File: src/rtl/pad_input_conditioner_if.sv
// Bus between a pad bank and its conditioner: raw pad levels and controls in,
// debounced levels, edge pulses, sticky flags and interrupt out.
interface pad_input_conditioner_if #(
    parameter int WIDTH = 8,
    parameter int CNT_W = 8
);
    logic [WIDTH-1:0] pad_i;
    logic [CNT_W-1:0] debounce_len;
    logic [WIDTH-1:0] en_i;
    logic [WIDTH-1:0] rise_en_i;
    logic [WIDTH-1:0] fall_en_i;
    logic [WIDTH-1:0] flag_clr_i;
    logic [WIDTH-1:0] filt_o;
    logic [WIDTH-1:0] rise_o;
    logic [WIDTH-1:0] fall_o;
    logic [WIDTH-1:0] flag_o;
    logic             irq_o;

    modport master (
        output pad_i, debounce_len, en_i, rise_en_i, fall_en_i, flag_clr_i,
        input  filt_o, rise_o, fall_o, flag_o, irq_o
    );

    modport slave (
        input  pad_i, debounce_len, en_i, rise_en_i, fall_en_i, flag_clr_i,
        output filt_o, rise_o, fall_o, flag_o, irq_o
    );
endinterface

File: src/rtl/pad_input_conditioner.sv
// Pad bank input conditioner: per-bit synchronizer and debounce filter with
// registered edge pulses, plus sticky edge flags and a combined interrupt.

module pad_input_conditioner_lane #(
    parameter int SYNC_STAGES = 2,
    parameter int CNT_W       = 8,
    parameter bit INIT_VAL    = 1'b0
) (
    input  logic             clk,
    input  logic             reset,
    input  logic             pad,
    input  logic             en,
    input  logic [CNT_W-1:0] neff_m1,
    output logic             filt,
    output logic             rise,
    output logic             fall
);
    logic [SYNC_STAGES-1:0] sync_q, sync_d;
    logic [CNT_W-1:0]       cnt_q, cnt_d;
    logic                   filt_q, filt_d;
    logic                   rise_q, rise_d;
    logic                   fall_q, fall_d;
    logic                   s;

    assign s = sync_q[SYNC_STAGES-1];

    always_comb begin
        sync_d = {sync_q[SYNC_STAGES-2:0], pad};
    end

    // Any sample agreeing with filt restarts the count; >= tolerates
    // debounce_len being lowered while a count is in progress.
    always_comb begin
        filt_d = filt_q;
        cnt_d  = cnt_q;
        rise_d = 1'b0;
        fall_d = 1'b0;
        if (!en || (s == filt_q)) begin
            cnt_d = '0;
        end else if (cnt_q >= neff_m1) begin
            filt_d = s;
            cnt_d  = '0;
            rise_d = s;
            fall_d = ~s;
        end else begin
            cnt_d = cnt_q + CNT_W'(1);
        end
    end

    always_ff @(posedge clk or posedge reset) begin
        if (reset) begin
            sync_q <= {SYNC_STAGES{INIT_VAL}};
            cnt_q  <= '0;
            filt_q <= INIT_VAL;
            rise_q <= 1'b0;
            fall_q <= 1'b0;
        end else begin
            sync_q <= sync_d;
            cnt_q  <= cnt_d;
            filt_q <= filt_d;
            rise_q <= rise_d;
            fall_q <= fall_d;
        end
    end

    assign filt = filt_q;
    assign rise = rise_q;
    assign fall = fall_q;
endmodule

module pad_input_conditioner #(
    parameter int WIDTH       = 8,
    parameter int SYNC_STAGES = 2,   // legal 2..4
    parameter int CNT_W       = 8,
    parameter bit INIT_VAL    = 1'b0
) (
    input  logic                    clk,
    input  logic                    reset,
    pad_input_conditioner_if.slave  bus
);
    logic [CNT_W-1:0] neff_m1;
    logic [WIDTH-1:0] filt, rise, fall;
    logic [WIDTH-1:0] flag_q, flag_d;
    logic             irq_q, irq_d;

    // A length of 0 behaves as 1, so the threshold is max(len,1)-1.
    always_comb begin
        neff_m1 = (bus.debounce_len == '0) ? '0 : bus.debounce_len - CNT_W'(1);
    end

    for (genvar i = 0; i < WIDTH; i++) begin : g_lane
        pad_input_conditioner_lane #(
            .SYNC_STAGES (SYNC_STAGES),
            .CNT_W       (CNT_W),
            .INIT_VAL    (INIT_VAL)
        ) u_lane (
            .clk     (clk),
            .reset   (reset),
            .pad     (bus.pad_i[i]),
            .en      (bus.en_i[i]),
            .neff_m1 (neff_m1),
            .filt    (filt[i]),
            .rise    (rise[i]),
            .fall    (fall[i])
        );
    end

    // Sets come from the registered pulses and win over a same-cycle clear.
    always_comb begin
        flag_d = (flag_q & ~bus.flag_clr_i)
               | (rise & bus.rise_en_i)
               | (fall & bus.fall_en_i);
        irq_d  = |flag_d;
    end

    always_ff @(posedge clk or posedge reset) begin
        if (reset) begin
            flag_q <= '0;
            irq_q  <= 1'b0;
        end else begin
            flag_q <= flag_d;
            irq_q  <= irq_d;
        end
    end

    assign bus.filt_o = filt;
    assign bus.rise_o = rise;
    assign bus.fall_o = fall;
    assign bus.flag_o = flag_q;
    assign bus.irq_o  = irq_q;
endmodule

File: src/flat_wrapper.sv
// flat-port wrapper written by rule: the top's interface ports become plain ports
module pad_input_conditioner_flat 
#(
    parameter int WIDTH       = 8,
    parameter int SYNC_STAGES = 2,                
    parameter int CNT_W       = 8,
    parameter bit INIT_VAL    = 1'b0
)
  (clk, reset, bus_pad_i, bus_debounce_len, bus_en_i, bus_rise_en_i, bus_fall_en_i, bus_flag_clr_i, bus_filt_o, bus_rise_o, bus_fall_o, bus_flag_o, bus_irq_o);
  pad_input_conditioner_if #(.WIDTH(WIDTH), .CNT_W(CNT_W)) bus_i ();
  input  logic clk;
  input  logic reset;
  input wire logic [$bits(bus_i.pad_i)-1:0] bus_pad_i;
  input wire logic [$bits(bus_i.debounce_len)-1:0] bus_debounce_len;
  input wire logic [$bits(bus_i.en_i)-1:0] bus_en_i;
  input wire logic [$bits(bus_i.rise_en_i)-1:0] bus_rise_en_i;
  input wire logic [$bits(bus_i.fall_en_i)-1:0] bus_fall_en_i;
  input wire logic [$bits(bus_i.flag_clr_i)-1:0] bus_flag_clr_i;
  output wire logic [$bits(bus_i.filt_o)-1:0] bus_filt_o;
  output wire logic [$bits(bus_i.rise_o)-1:0] bus_rise_o;
  output wire logic [$bits(bus_i.fall_o)-1:0] bus_fall_o;
  output wire logic [$bits(bus_i.flag_o)-1:0] bus_flag_o;
  output wire logic [$bits(bus_i.irq_o)-1:0] bus_irq_o;
  assign bus_i.pad_i = bus_pad_i;
  assign bus_i.debounce_len = bus_debounce_len;
  assign bus_i.en_i = bus_en_i;
  assign bus_i.rise_en_i = bus_rise_en_i;
  assign bus_i.fall_en_i = bus_fall_en_i;
  assign bus_i.flag_clr_i = bus_flag_clr_i;
  assign bus_filt_o = bus_i.filt_o;
  assign bus_rise_o = bus_i.rise_o;
  assign bus_fall_o = bus_i.fall_o;
  assign bus_flag_o = bus_i.flag_o;
  assign bus_irq_o = bus_i.irq_o;
  pad_input_conditioner #(.WIDTH(WIDTH), .SYNC_STAGES(SYNC_STAGES), .CNT_W(CNT_W), .INIT_VAL(INIT_VAL)) u_core (.clk(clk), .reset(reset), .bus(bus_i));
endmodule
File: config.mk
export PLATFORM = sky130hd
export DESIGN_NAME = pad_input_conditioner_flat
export DESIGN_NICKNAME = d
export VERILOG_FILES = /design/src/rtl/pad_input_conditioner_if.sv /design/src/rtl/pad_input_conditioner.sv /design/src/flat_wrapper.sv
export SDC_FILE = /design/constraint.sdc
export NUM_CORES = 1
export LEC_CHECK = 0
export ABC_AREA = 1
export CORE_UTILIZATION = 55
export DETAILED_ROUTE_END_ITERATION = 12
export PLACE_DENSITY = 0.79
export SETUP_SLACK_MARGIN = 0.1
export SYNTH_ARGS = -nofsm -noshare
export SYNTH_HDL_FRONTEND = slang
export SYNTH_SLANG_ARGS = --single-unit
File: constraint.sdc
create_clock -name clk -period 5.2 [get_ports clk]
set_input_delay 1.56 -clock clk [delete_from_list [all_inputs] [get_ports clk]]
set_output_delay 1.56 -clock clk [all_outputs]
set_load 0.01 [all_outputs]
## Yosys cells after proc, flatten, opt, wreduce, memory -nomap -nowiden

Index checks and enable logic that the tools add are counted.

- Add/sub/neg operators: 9
- Magnitude comparators: 8
- Equality and inequality tests: 8
- Mux-type cells: 49
- Bitwise operators: 22
- Reduce and logical (&&, ||, !) cells: 26

Operator list:

| kind | count |
|---|---|
| two-way mux 8 bit | 17 |
| adder 8 x 1 -> 8 bit, second input constant | 8 |
| greater-or-equal comparator 8 bit | 8 |
| two-way mux 1 bit | 32 |
| AND 8 bit | 3 |
| inverter 1 bit | 16 |
| OR 8 bit | 2 |
| AND reduction 2 bit | 8 |
| equality test 1 bit | 8 |
| logical NOT 1 bit | 8 |
| logical NOT 8 bit | 1 |
| logical OR 1 bit | 8 |
| inverter 8 bit | 1 |
| OR reduction 8 bit | 1 |
| subtractor 8 x 1 -> 8 bit, second input constant | 1 |

- Bits in registers: 113
- Output and inout bits: 33

## Depth between registers and ports, before layout

- Depth in word-level cells: 5
- Gate-level depth with buffers: 17
- Mapped depth without buffers: 17

## Cells and area by module

A second synthesis with hierarchy kept.

- Cell total of the unflattened synthesis: 771
- Area total of the unflattened synthesis: 6698.9 um2

Modules (own cells, without submodules):

| module | instances | cells each | area an instance (um2) | sequential area each (um2) |
|---|---|---|---|---|
| pad_input_conditioner_lane | 8 | 81 | 747.0 | 325.3 |
| pad_input_conditioner | 1 | 123 | 723.2 | 225.2 |

## Worst setup path after synthesis

Ideal clock, no wire load.

- Path type: input to register
- From: input port bus_debounce_len[0]
- To: register u_core.g_lane[1].u_lane.filt_q
- Setup time: 0.118 ns
- Arrival: 3.239 ns
- Data required time: 5.082 ns
- Slack: 1.843 ns
- Stages: 12
- Cell sequence: inv_1 -> ha_1 -> nand3_1 -> inv_1 -> nand2_1 -> a21oi_1 -> ha_1 -> nand2_1 -> o21a_1 -> nand2_1 -> nand3_1 -> nand2_1

- Word-level cells in the longest chain between the ends: 4

RTL lines:

| item | line | RTL |
|---|---|---|
| from (decl) | flat_wrapper.sv:14 | `input wire logic [$bits(bus_i.debounce_len)-1:0] bus_debounce_len;` |
| subtractor 8 x 1 -> 8 bit / logical NOT 8 bit (equally long branches) | pad_input_conditioner.sv:88 | `neff_m1 = (bus.debounce_len == '0) ? '0 : bus.debounce_len - CNT_W'(1);` |
| two-way mux 8 bit * | pad_input_conditioner.sv:88 |  |
| greater-or-equal comparator 8 bit * | pad_input_conditioner.sv:40 | `end else if (cnt_q >= neff_m1) begin` |
| AND reduction 2 bit (no source line) * | n/a |  |
| to (signal assigned) | pad_input_conditioner.sv:60 | `filt_q <= filt_d;` |
| to (decl) | pad_input_conditioner.sv:20 | `logic filt_q, filt_d;` |

Mark *: on every way between the ends. The rest lies on a longest branch, timed or not.
A chain may end at the register's enable or synchronous reset.

## Final worst setup path

- From: input port bus_debounce_len[0]
- To: register u_core.g_lane[4].u_lane.cnt_q[2]

- Word-level cells in the longest chain between the ends: 5

RTL lines:

| item | line | RTL |
|---|---|---|
| subtractor 8 x 1 -> 8 bit / logical NOT 8 bit (equally long branches) | pad_input_conditioner.sv:88 |  |
| two-way mux 8 bit * | pad_input_conditioner.sv:88 |  |
| greater-or-equal comparator 8 bit * | pad_input_conditioner.sv:40 |  |
| two-way mux 8 bit * | pad_input_conditioner.sv:40 |  |
| two-way mux 8 bit * | pad_input_conditioner.sv:38 | `if (!en \|\| (s == filt_q)) begin` |
| named net u_core.g_lane[4].u_lane.cnt_d[2] | pad_input_conditioner.sv:19 | `logic [CNT_W-1:0] cnt_q, cnt_d;` |
| to (signal assigned) | pad_input_conditioner.sv:59 | `cnt_q <= cnt_d;` |
| to (decl) | pad_input_conditioner.sv:19 |  |

The timed path passes the listed nets; every way through them passes the cells marked *.

==> out/metrics.yaml <==
detailed_routing:
  drc_errors: 0
  vias: 5076
  wire_per_inst_um: 11.8
  wl_um: 12600
  vias_per_cell: 4.79
  drtIter0Drc: 247
  drtPass1Iterations: 4
  ant_nets: 0
grt:
  grt_usage: 0.222
  grt_max_degree: 78
  gr-total-overflow: 0
  first_global_vias: 5173
  grt_pass1_wl_um: 22300
  antenna_found_initial: 0
sta:
  finalSetupViolCount: 0
  period_needed_ps: 3960
  fmax_mhz: 253
  drv_slew: 0
  finalHoldViolations: 0
  fin_crit_sh: 0.762
  relSlewSlack: 0.363
  grt_setup_unrepaired: "no"
  fin_skew_ps: 3.27
  fin_setup_tns_ps: 0
  worst_pin_slew_ps: 956
finish:
  fin_nets: 1002
  final_area_um2: 8350
  fillers: 931
  area_growth_pct: 22.6
  final_layout_size_suffix_gt1_frac: 0.101
  layout.cells.most_common: "nand2_1"
  diodes: 0
  layout_common_cells: "200 x nand2_1, 114 x inv_1, 113 x dfrtp_1"
cts:
  cts_repair_resize_count: 0
  ctsLongestPathBuffers: 2
  clock_sinks: 113
  clk_latency_ps: 410
  cts_root_buffer: "clkbuf_16"
  clk_pin_slew_ps: 50
  numCtsBuffers: 17
  hold_buffers: 0
  post_cts_buffers: 0
  h-tree-depth: 4
  cts_tree: "built"
power_and_ir_drop:
  powerDensity_nw_per_um2: 289
  vdd_drop_max_uv: 216
  p_leak_nw: 4.31
synth:
  syn_area_um2: 6810
  synthCells: 799
  synth_nets: 922
  seq_area_frac_synth: 0.415
  avgSynthCellArea_um2: 8.52
  ys_types: 25
  ys_seq_elements: 113
  yosysWarnings: 0
die:
  die_h_um: 113
  io_pins: 83
  rows: 40
  core_area_um2: 12100
  fp.dieW_um: 113
  dieArea_um2: 12800
  initial_core_util: 0.564
setup_path:
  critPathLaunchType: "primary input"
  cp.arrival_ps: 4300
  cp.required_ps: 5540
  crit_path_end: "u_core.g_lane[4].u_lane.cnt_q[2]"
  r2r_slack_ps: 3560
  crit_fanout: 8
  startpoint: "bus_debounce_len[0]"
  ff2ff_path_depth: 10
  r2r-end: "u_core.g_lane[6].u_lane.filt"
  endpoint_kind: "register"
  crit-reg2reg-launch: "u_core.g_lane[6].u_lane.cnt_q[3]"
  crit_type: "primary input to register"
status:
  status: "finished, final reports clean"
placement:
  io_buffer_count: 82
  gp_congestion: 0.800
  dp.final_hpwl_um: 8860
  place_area_um2: 7680
flow_run:
  drv_cap: 0
min_path:
  hold_class: "register to register"
[registers in the layout, summed over array words and instances, names as in the netlist]
| name | count |
|---|---|
| u_core.bus.flag_o | 8 |
| u_core.bus.irq_o | 1 |
| u_core.g_lane.u_lane.cnt_q | 64 |
| u_core.g_lane.u_lane.fall | 8 |
| u_core.g_lane.u_lane.filt | 8 |
| u_core.g_lane.u_lane.rise | 8 |
| u_core.g_lane.u_lane.sync_q | 16 |
[critical path, cell delays in order]
cell,delay [ps]
clkdlybuf4s50_1,460
inv_1,50
ha_1,220
nand3_1,120
inv_1,90
nand4_2,140
nand3_1,470
ha_1,520
a21oi_1,180
o21a_1,170
nand3_2,170
nor2_1,140
[layout make-up]
type / instances / area [um2] / area share
multi-input cells: 547 / 3370 / 0.403
flip-flops and latches: 113 / 2830 / 0.339
repair buffers: 85 / 843 / 0.101
clock buffers: 23 / 488 / 0.0585
inverters: 115 / 434 / 0.0520
well taps: 168 / 210 / 0.0252
clock inverters: 9 / 176 / 0.0211
[logic make-up (layout without fill, tap and decap cells)]
group,after synthesis,after routing,synth area share
AOI/OAI and AO/OA,31,31,0.0276
adders and majority gates,73,73,0.134
xor gates and xnor gates,41,41,0.0528
and+or+nand+nor,402,402,0.280
buffers and inverters,139,232,0.0899
DFF,113,113,0.415
[how the worst min path moves through the flow]
stage	from	end	slack [ps]	cells after the start
global route	u_core.g_lane[3].u_lane.sync_q[0]	u_core.g_lane[3].u_lane.sync_q[1]	350	0
finish	u_core.g_lane[1].u_lane.sync_q[0]	u_core.g_lane[1].u_lane.sync_q[1]	340	0
detailed placement	u_core.g_lane[1].u_lane.sync_q[0]	u_core.g_lane[1].u_lane.sync_q[1]	330	0
floorplan	u_core.g_lane[0].u_lane.sync_q[0]	u_core.g_lane[0].u_lane.sync_q[1]	330	0
CTS	u_core.g_lane[1].u_lane.sync_q[0]	u_core.g_lane[1].u_lane.sync_q[1]	350	0
global placement	u_core.g_lane[0].u_lane.sync_q[0]	u_core.g_lane[0].u_lane.sync_q[1]	330	0
[cell usage after synthesis]
master	n	area share
nand2_1	200	0.11
inv_1	115	0.063
dfrtp_1	113	0.42
nor2_1	95	0.052
ha_1	73	0.13
nand3_1	26	0.019
xor2_1	25	0.032
buf_4	24	0.026
nand3_2	20	0.029
a21oi_1	17	0.012
xnor2_1	16	0.021
nor2_2	15	0.014
nand4_1	9	0.0083
nand3b_1	8	0.0088
nor2_4	8	0.013
nor3_2	8	0.012
o21a_1	8	0.0088
nand2_2	4	0.0037
nor3b_1	4	0.0044
o211ai_1	4	0.0044
nor3_1	3	0.0022
and2_1	1	0.00092
nand4_2	1	0.0018
o21ai_1	1	0.00073
o21bai_1	1	0.0011
[stage by stage]
step	utilization	worst slack (ps)	hold slack, ps	instances	power (mW)
floorplan	-	653	331	799	1.05
finish	0.692	1240	344	1060	2.41
global route	0.692	999	348	1060	2.50
CTS	0.692	1210	346	1060	2.43
global placement	0.637	895	332	1028	1.13
detailed placement	0.637	827	335	1028	1.14
[per-layer routing]
layer | track usage | part of all wire | wire length (um) | vias up
met3 | 0.0616 | 0.033 | 413 | 20
li1 | - | - | - | 2653
met1 | 0.263 | 0.45 | 5660 | 2326
met5 | 0 | 0 | 0 | -
met4 | 0.0763 | 0.021 | 267 | 0
met2 | 0.387 | 0.50 | 6220 | 77
[power by group]
group | internal (mW) | switching (mW) | leakage, nW | total [mW]
Clock | 0.899 | 0.391 | 0.323 | 1.29
Combinational | 0.0892 | 0.119 | 2.46 | 0.209
Sequential | 0.899 | 0.0150 | 1.53 | 0.914
Total | 1.89 | 0.525 | 4.31 | 2.41
(Power assumes the default switching activity.)
